## src/rtl/muldiv_pkg.sv

```systemverilog
// Shared constants, op decode and FSM encoding for the M-extension multiply/divide sequencer.
package muldiv_pkg;

    localparam int unsigned XLEN = 64;
    localparam int unsigned WLEN = 32;
    localparam int unsigned OPW  = 13;
    localparam int unsigned ACCW = 2 * XLEN;
    localparam int unsigned CNTW = 6;
    localparam int unsigned RDW  = 5;

    localparam int unsigned OP_MUL    = 12;
    localparam int unsigned OP_MULH   = 11;
    localparam int unsigned OP_MULHSU = 10;
    localparam int unsigned OP_MULHU  = 9;
    localparam int unsigned OP_DIV    = 8;
    localparam int unsigned OP_DIVU   = 7;
    localparam int unsigned OP_REM    = 6;
    localparam int unsigned OP_REMU   = 5;
    localparam int unsigned OP_MULW   = 4;
    localparam int unsigned OP_DIVW   = 3;
    localparam int unsigned OP_DIVUW  = 2;
    localparam int unsigned OP_REMW   = 1;
    localparam int unsigned OP_REMUW  = 0;

    localparam logic [2:0] ST_IDLE = 3'd0;
    localparam logic [2:0] ST_PREP = 3'd1;
    localparam logic [2:0] ST_CALC = 3'd2;
    localparam logic [2:0] ST_FIX  = 3'd3;
    localparam logic [2:0] ST_DONE = 3'd4;

    typedef struct packed {
        logic is_div;
        logic is_word;
        logic sgn1;
        logic sgn2;
        logic hi_half;
        logic take_rem;
    } op_info_t;

    // Highest set op bit wins when the vector is multi-hot.
    function automatic op_info_t decode_op(input logic [OPW-1:0] op);
        op_info_t info;
        info = '0;
        if (op[OP_MUL]) begin
            info = '0;
        end else if (op[OP_MULH]) begin
            info.sgn1 = 1'b1; info.sgn2 = 1'b1; info.hi_half = 1'b1;
        end else if (op[OP_MULHSU]) begin
            info.sgn1 = 1'b1; info.hi_half = 1'b1;
        end else if (op[OP_MULHU]) begin
            info.hi_half = 1'b1;
        end else if (op[OP_DIV]) begin
            info.is_div = 1'b1; info.sgn1 = 1'b1; info.sgn2 = 1'b1;
        end else if (op[OP_DIVU]) begin
            info.is_div = 1'b1;
        end else if (op[OP_REM]) begin
            info.is_div = 1'b1; info.sgn1 = 1'b1; info.sgn2 = 1'b1; info.take_rem = 1'b1;
        end else if (op[OP_REMU]) begin
            info.is_div = 1'b1; info.take_rem = 1'b1;
        end else if (op[OP_MULW]) begin
            info.is_word = 1'b1;
        end else if (op[OP_DIVW]) begin
            info.is_div = 1'b1; info.is_word = 1'b1; info.sgn1 = 1'b1; info.sgn2 = 1'b1;
        end else if (op[OP_DIVUW]) begin
            info.is_div = 1'b1; info.is_word = 1'b1;
        end else if (op[OP_REMW]) begin
            info.is_div = 1'b1; info.is_word = 1'b1; info.sgn1 = 1'b1; info.sgn2 = 1'b1;
            info.take_rem = 1'b1;
        end else if (op[OP_REMUW]) begin
            info.is_div = 1'b1; info.is_word = 1'b1; info.take_rem = 1'b1;
        end
        return info;
    endfunction

    function automatic logic [XLEN-1:0] sext32(input logic [WLEN-1:0] v);
        return {{(XLEN-WLEN){v[WLEN-1]}}, v};
    endfunction

endpackage

```

## src/rtl/muldiv_iter_core.sv

```systemverilog
// Radix-2 iteration datapath: shift-add multiply or restoring divide on a {hi,lo} accumulator.
module muldiv_iter_core
    import muldiv_pkg::*;
(
    input  logic            clk,
    input  logic            rst,
    input  logic            load,
    input  logic            step,
    input  logic            div_mode,
    input  logic [XLEN-1:0] load_lo,
    input  logic [XLEN-1:0] load_opnd,
    output logic [XLEN-1:0] acc_hi,
    output logic [XLEN-1:0] acc_lo
);

    logic [XLEN-1:0] hi_q, hi_d;
    logic [XLEN-1:0] lo_q, lo_d;
    logic [XLEN-1:0] opnd_q, opnd_d;
    logic [XLEN:0]   sum;
    logic [XLEN:0]   rem_sh;
    logic [XLEN-1:0] diff;
    logic            ge;

    always_comb begin
        hi_d   = hi_q;
        lo_d   = lo_q;
        opnd_d = opnd_q;
        sum    = {1'b0, hi_q} + {1'b0, opnd_q};
        rem_sh = {hi_q, lo_q[XLEN-1]};
        ge     = (rem_sh >= {1'b0, opnd_q});
        // Only taken when ge, where the true difference fits in XLEN bits.
        diff   = rem_sh[XLEN-1:0] - opnd_q;
        if (load) begin
            hi_d   = '0;
            lo_d   = load_lo;
            opnd_d = load_opnd;
        end else if (step) begin
            if (div_mode) begin
                hi_d = ge ? diff : rem_sh[XLEN-1:0];
                lo_d = {lo_q[XLEN-2:0], ge};
            end else if (lo_q[0]) begin
                hi_d = sum[XLEN:1];
                lo_d = {sum[0], lo_q[XLEN-1:1]};
            end else begin
                hi_d = {1'b0, hi_q[XLEN-1:1]};
                lo_d = {hi_q[0], lo_q[XLEN-1:1]};
            end
        end
    end

    always_ff @(posedge clk) begin
        if (!rst) begin
            hi_q   <= '0;
            lo_q   <= '0;
            opnd_q <= '0;
        end else begin
            hi_q   <= hi_d;
            lo_q   <= lo_d;
            opnd_q <= opnd_d;
        end
    end

    assign acc_hi = hi_q;
    assign acc_lo = lo_q;

endmodule

```

## src/rtl/muldiv_seq_ctrl.sv

```systemverilog
// M-extension sequencer: handshake, operand prep, divide corner cases and result fixup
// around the iterative multiply/divide core.
module muldiv_seq_ctrl
    import muldiv_pkg::*;
(
    input  logic            clk,
    input  logic            rst,
    input  logic            flush,
    input  logic            in_valid,
    output logic            in_ready,
    input  logic [OPW-1:0]  in_op,
    input  logic [XLEN-1:0] in_src1,
    input  logic [XLEN-1:0] in_src2,
    input  logic [RDW-1:0]  in_rd,
    output logic            out_valid,
    input  logic            out_ready,
    output logic [XLEN-1:0] out_result,
    output logic [RDW-1:0]  out_rd,
    output logic            busy
);

    logic [2:0]      state_q, state_d;
    op_info_t        info_q, info_d;
    logic [XLEN-1:0] src1_q, src1_d;
    logic [XLEN-1:0] src2_q, src2_d;
    logic [RDW-1:0]  rd_q, rd_d;
    logic [CNTW-1:0] cnt_q, cnt_d;
    logic            neg_q, neg_d;
    logic            div0_q, div0_d;
    logic            ovf_q, ovf_d;
    logic            in_ready_q, in_ready_d;
    logic            out_valid_q, out_valid_d;
    logic            busy_q, busy_d;
    logic [XLEN-1:0] out_result_q, out_result_d;
    logic [RDW-1:0]  out_rd_q, out_rd_d;

    logic            core_load, core_step;
    logic [XLEN-1:0] core_lo, core_opnd;
    logic [XLEN-1:0] acc_hi, acc_lo;

    logic            neg_a, neg_b, res_neg, is_zero, is_ovf;
    logic [XLEN-1:0] mag_a, mag_b;
    logic [ACCW-1:0] prod, prod_s;
    logic [XLEN-1:0] quo, quo_s, rem_s, div_sel, dvd_ext, fix_res;

    muldiv_iter_core u_core (
        .clk       (clk),
        .rst       (rst),
        .load      (core_load),
        .step      (core_step),
        .div_mode  (info_q.is_div),
        .load_lo   (core_lo),
        .load_opnd (core_opnd),
        .acc_hi    (acc_hi),
        .acc_lo    (acc_lo)
    );

    // Operand magnitudes, result sign and corner detection from the latched request.
    always_comb begin
        if (info_q.is_word) begin
            neg_a   = info_q.sgn1 & src1_q[WLEN-1];
            neg_b   = info_q.sgn2 & src2_q[WLEN-1];
            mag_a   = {{(XLEN-WLEN){1'b0}}, neg_a ? (~src1_q[WLEN-1:0] + WLEN'(1)) : src1_q[WLEN-1:0]};
            mag_b   = {{(XLEN-WLEN){1'b0}}, neg_b ? (~src2_q[WLEN-1:0] + WLEN'(1)) : src2_q[WLEN-1:0]};
            is_zero = (src2_q[WLEN-1:0] == '0);
            is_ovf  = (src1_q[WLEN-1:0] == {1'b1, {(WLEN-1){1'b0}}}) && (src2_q[WLEN-1:0] == '1);
            core_lo = info_q.is_div ? {mag_a[WLEN-1:0], {(XLEN-WLEN){1'b0}}} : mag_b;
        end else begin
            neg_a   = info_q.sgn1 & src1_q[XLEN-1];
            neg_b   = info_q.sgn2 & src2_q[XLEN-1];
            mag_a   = neg_a ? (~src1_q + XLEN'(1)) : src1_q;
            mag_b   = neg_b ? (~src2_q + XLEN'(1)) : src2_q;
            is_zero = (src2_q == '0);
            is_ovf  = (src1_q == {1'b1, {(XLEN-1){1'b0}}}) && (src2_q == '1);
            core_lo = info_q.is_div ? mag_a : mag_b;
        end
        is_ovf    = is_ovf & info_q.is_div & info_q.sgn1;
        core_opnd = info_q.is_div ? mag_b : mag_a;
        res_neg   = (info_q.is_div && info_q.take_rem) ? neg_a : (neg_a ^ neg_b);
    end

    // Final result selection once the iterations are complete.
    always_comb begin
        prod    = {acc_hi, acc_lo};
        prod_s  = neg_q ? (~prod + ACCW'(1)) : prod;
        quo     = info_q.is_word ? {{(XLEN-WLEN){1'b0}}, acc_lo[WLEN-1:0]} : acc_lo;
        quo_s   = neg_q ? (~quo + XLEN'(1)) : quo;
        rem_s   = neg_q ? (~acc_hi + XLEN'(1)) : acc_hi;
        div_sel = info_q.take_rem ? rem_s : quo_s;
        dvd_ext = info_q.is_word ? sext32(src1_q[WLEN-1:0]) : src1_q;
        fix_res = '0;
        if (div0_q) begin
            fix_res = info_q.take_rem ? dvd_ext : '1;
        end else if (ovf_q) begin
            fix_res = info_q.take_rem ? '0 : dvd_ext;
        end else if (info_q.is_div) begin
            fix_res = info_q.is_word ? sext32(div_sel[WLEN-1:0]) : div_sel;
        end else if (info_q.is_word) begin
            // 32 right shifts leave the W product at acc[95:32].
            fix_res = sext32(acc_lo[XLEN-1:XLEN-WLEN]);
        end else if (info_q.hi_half) begin
            fix_res = prod_s[ACCW-1:XLEN];
        end else begin
            fix_res = prod_s[XLEN-1:0];
        end
    end

    always_comb begin
        state_d      = state_q;
        info_d       = info_q;
        src1_d       = src1_q;
        src2_d       = src2_q;
        rd_d         = rd_q;
        cnt_d        = cnt_q;
        neg_d        = neg_q;
        div0_d       = div0_q;
        ovf_d        = ovf_q;
        out_result_d = out_result_q;
        out_rd_d     = out_rd_q;
        core_load    = 1'b0;
        core_step    = 1'b0;
        case (state_q)
            ST_IDLE: begin
                if (in_valid && (|in_op)) begin
                    info_d  = decode_op(in_op);
                    src1_d  = in_src1;
                    src2_d  = in_src2;
                    rd_d    = in_rd;
                    state_d = ST_PREP;
                end
            end
            ST_PREP: begin
                core_load = 1'b1;
                neg_d     = res_neg;
                div0_d    = info_q.is_div & is_zero;
                ovf_d     = is_ovf;
                cnt_d     = info_q.is_word ? CNTW'(WLEN - 1) : CNTW'(XLEN - 1);
                state_d   = (info_q.is_div && (is_zero || is_ovf)) ? ST_FIX : ST_CALC;
            end
            ST_CALC: begin
                core_step = 1'b1;
                cnt_d     = cnt_q - CNTW'(1);
                if (cnt_q == '0) begin
                    state_d = ST_FIX;
                end
            end
            ST_FIX: begin
                out_result_d = fix_res;
                out_rd_d     = rd_q;
                state_d      = ST_DONE;
            end
            ST_DONE: begin
                if (out_ready) begin
                    state_d = ST_IDLE;
                end
            end
            default: state_d = ST_IDLE;
        endcase
        if (flush) begin
            state_d      = ST_IDLE;
            out_result_d = out_result_q;
            out_rd_d     = out_rd_q;
        end
        in_ready_d  = (state_d == ST_IDLE);
        out_valid_d = (state_d == ST_DONE);
        busy_d      = (state_d != ST_IDLE);
    end

    always_ff @(posedge clk) begin
        if (!rst) begin
            state_q      <= ST_IDLE;
            info_q       <= '0;
            src1_q       <= '0;
            src2_q       <= '0;
            rd_q         <= '0;
            cnt_q        <= '0;
            neg_q        <= 1'b0;
            div0_q       <= 1'b0;
            ovf_q        <= 1'b0;
            in_ready_q   <= 1'b1;
            out_valid_q  <= 1'b0;
            busy_q       <= 1'b0;
            out_result_q <= '0;
            out_rd_q     <= '0;
        end else begin
            state_q      <= state_d;
            info_q       <= info_d;
            src1_q       <= src1_d;
            src2_q       <= src2_d;
            rd_q         <= rd_d;
            cnt_q        <= cnt_d;
            neg_q        <= neg_d;
            div0_q       <= div0_d;
            ovf_q        <= ovf_d;
            in_ready_q   <= in_ready_d;
            out_valid_q  <= out_valid_d;
            busy_q       <= busy_d;
            out_result_q <= out_result_d;
            out_rd_q     <= out_rd_d;
        end
    end

    assign in_ready   = in_ready_q;
    assign out_valid  = out_valid_q;
    assign busy       = busy_q;
    assign out_result = out_result_q;
    assign out_rd     = out_rd_q;

endmodule
```

## config.mk

```make
export PLATFORM = sky130hd
export DESIGN_NAME = muldiv_seq_ctrl
export DESIGN_NICKNAME = d
export VERILOG_FILES = /design/src/rtl/muldiv_pkg.sv /design/src/rtl/muldiv_iter_core.sv /design/src/rtl/muldiv_seq_ctrl.sv
export SDC_FILE = /design/constraint.sdc
export NUM_CORES = 2
export LEC_CHECK = 0
export CAP_MARGIN = 20
export CORE_MARGIN = 8
export CORE_UTILIZATION = 30
export DETAILED_ROUTE_END_ITERATION = 12
export DONT_BUFFER_PORTS = 1
export PLACE_DENSITY_LB_ADDON = 0.05
export SLEW_MARGIN = 25
export SYNTH_ARGS = -nofsm -noshare
export SYNTH_HDL_FRONTEND = slang
export SYNTH_SLANG_ARGS = --single-unit
export TNS_END_PERCENT = 20
```

## constraint.sdc

```tcl
create_clock -name clk -period 3.25 [get_ports clk]
set_input_delay 0.1625 -clock clk [delete_from_list [all_inputs] [get_ports clk]]
set_output_delay 0.1625 -clock clk [all_outputs]
set_load 0.02 [all_outputs]
```

==> results.sh <==
export IMPL_grt_overflow_total=0
export IMPL_setup_violations=98
export IMPL_ys_seq_elements=415
export IMPL_fin_crit_sh=1.08
export IMPL_dr_pass1_iters=6
export IMPL_slew_viol_final=0
export IMPL_p_leak_nw=24.3
export IMPL_core_um2=135000
export IMPL_worst_r2r_path_depth=13
export IMPL_cp_max_fo=3
export IMPL_endpoint_kind="flop"
export IMPL_clk_latency_ps=700
export IMPL_clock_skew_ps=43.0
export IMPL_grt_pass1_vias=50700
export IMPL_numCtsBuffers=54
export IMPL_grt_max_degree=140
export IMPL_synthDistinctLibCells=101
export IMPL_tritoncts="yes"
export IMPL_io_pins=223
export IMPL_rsz0062_at_grt="yes"
export IMPL_rows=135
export IMPL_cp_start_kind="flop"
export IMPL_gp_routability_congestion=1.02
export IMPL_max_cap_violations=0
export IMPL_wl_per_cell_um=31.0
export IMPL_grtUsageTotal=0.359
export IMPL_crit_type="flop to flop"
export IMPL_cp_arrival_ps=4140
export IMPL_ys_warn_count=0
export IMPL_grt_pass1_wl_um=385000
export IMPL_power_mw=20.2
export IMPL_status="complete, but fails checks"
export IMPL_drc=0
export IMPL_dp_hpwl_um=220000
export IMPL_final_common_cell="buf_4"
export IMPL_layout_min_cycle_time_ps=3500
export IMPL_die_x_um=384
export IMPL_final_core_util=0.435
export IMPL_hold_viol=0
export IMPL_most_common_layout_cells="buf_4, nand2_1, a21oi_1"
export IMPL_chipHeight_um=384
export IMPL_io_buffers=0
export IMPL_syn_nets=6264
export IMPL_min_path_cells=4
export IMPL_clock_path_buffers=3
export IMPL_worstPathRequired_ps=3890
export IMPL_fmax_mhz=285
export IMPL_syn_inst=5976
export IMPL_dr_first_iter_drc_count=5363
export IMPL_synth_edf_count=0
export IMPL_clkTransAtPathRegs_ps=70
export IMPL_ys_seq_area_frac=0.205
export IMPL_layout_nets=7403
export IMPL_die_area_um2=147000
export IMPL_initial_utilization=0.301
export IMPL_root_buffer="clkbuf_16"
export IMPL_syn_avg_cell_area_um2=6.79
export IMPL_syn2layout_area_growth_pct=44.5
export IMPL_ant_nets=0
export IMPL_timing_final_ws_setup_ps=-253
export IMPL_worstHoldPathType="primary input to flop"
export IMPL_violations="setup timing"
export IMPL_layout_drive_gt1_share=0.287
export IMPL_synth_area_um2=40600
export IMPL_via_per_inst=5.84
export IMPL_synthArstFlopShare=0
export IMPL_routed_wl_um=277000
export IMPL_cts_num_sinks=415
export IMPL_worstMarginPinSlew_ps=970
export IMPL_htreeDepth=2
export IMPL_ir_drop_uv=398
export IMPL_antenna_found_initial=11
export IMPL_relSlewSlack=0.352
export IMPL_yosys_most_used_dff="dfxtp_1"
export IMPL_fill_cells=14200
export IMPL_vias=52200
export IMPL_whs_ps=89.3
export IMPL_powerDensity_nw_per_um2=345
==> repair_timing <==
action,CTS,global route
resized for setup,387,192
hold buffers,170,0
gates cloned,8,0
hold endpoints to repair,230,0
pin swaps,122,87
endpoints found under the setup margin,209,200
setup buffers,31,29
==> sequential cells by signal, summed over array words and instances (netlist names) <==
register / flops
busy: 1
ovf_q: 1
u_core.acc_lo: 64
rd_q: 5
u_core.acc_hi: 64
out_result: 64
out_valid: 1
src1_q: 64
in_ready: 1
out_rd: 5
neg_q: 1
u_core.opnd_q: 64
info_q: 6
src2_q: 64
cnt_q: 6
state_q: 3
div0_q: 1
==> final timing paths <==
| kind | slack [ps] | end | start |
|---|---|---|---|
| hold reg to reg | 460 | out_rd[3] | rd_q[3] |
| hold / removal | 90 | info_q[1] | in_valid |
| setup reg to reg | -250 | u_core.acc_hi[57] | u_core.acc_hi[0] |
| setup / recovery | -250 | u_core.acc_hi[57] | u_core.acc_hi[0] |
==> synthesized netlist by cell type (all sizes together), types with 16 or more instances <==
library cell	count	area, um^2
xnor2	282	2470
a211oi	96	721
a21o	80	601
o21ai	460	2310
o221ai	32	280
or4	49	383
a22oi	28	210
a22o	21	184
nand2b	44	275
dfxtp	415	8310
or3	82	528
nor3	129	666
nand4	88	563
a31oi	56	350
nor4	67	504
inv	139	522
xor2	205	1800
a221oi	53	464
o31ai	63	497
a21oi	713	3570
o22ai	63	394
nor2	523	1970
o41ai	25	234
ha	135	1690
clkbuf	477	1790
mux2i	63	631
and3	36	225
o211ai	112	841
nor2b	33	206
o21bai	29	218
a41oi	17	149
nand3	106	531
and2	26	163
a21boi	21	161
a32o	22	220
nand2	844	3170
nand3b	16	120
or2	27	169
buf	75	358
o21a	36	270
==> layer usage <==
| layer | GRT usage | vias to the layer above | wire (um) |
|---|---|---|---|
| met3 | 0.0563 | 608 | 19000 |
| met1 | 0.456 | 25400 | 115000 |
| li1 | - | 23900 | - |
| met4 | 0.210 | 4 | 20400 |
| met2 | 0.574 | 2339 | 122000 |
| met5 | 0 | - | 26 |
==> report_power, final <==
| part | switching, mW | internal (mW) | leakage, nW | total [mW] |
|---|---|---|---|---|
| sequential | 0.169 | 5.26 | 3.39 | 5.43 |
| clock | 2.87 | 3.70 | 0.907 | 6.57 |
| combinational | 4.81 | 3.43 | 20.0 | 8.23 |
==> cells by family after synthesis <==
logic type,Yosys count,synth area share
and+or+nand+nor,2111,0.243
AOI/OAI and AO/OA,2056,0.318
buffers and inverters,693,0.0660
xor gates and xnor gates,487,0.105
DFF,415,0.205
adders and majority gates,137,0.0426
muxes,77,0.0200
==> metrics by stage <==
stage          TNS [ps]  area [um^2]  setup WS (ps)  std cells
3_3_place_gp     -91470        51700          -1120       8607
2_1_floorplan     -11.3        40600          -11.3       5976
6_report          -7230        58600           -253       8945
4_1_cts          -12970        57500           -246       8915
5_1_grt          -20540        58600           -282       8941
3_5_place_dp     -75540        51700          -1090       8607
==> critical path, stage by stage (launching register included) <==
cell and delay (ps):
dfxtp_2 360, ha_4 140, inv_2 40, fa_2 380, nand2b_4 170, a21oi_4 210
o21ai_2 80, a2111o_1 500, a2111o_1 520, nand2_4 150, a311oi_4 130, o21bai_1 210
mux2i_1 330, o221a_2 230
==> area by class of cell <==
| class | count | area, um^2 | share of cell area |
|---|---|---|---|
| clock inverter | 26 | 304 | 0.00519 |
| inverter | 141 | 539 | 0.00920 |
| multi-input combinational | 4869 | 32100 | 0.548 |
| sequential | 415 | 8370 | 0.143 |
| antenna | 4 | 10.0 | 0.000171 |
| clock buffer | 75 | 1560 | 0.0266 |
| timing repair buffer | 1634 | 13500 | 0.230 |
| tap | 1781 | 2230 | 0.0380 |
Power figures use the tool's default switching activity.
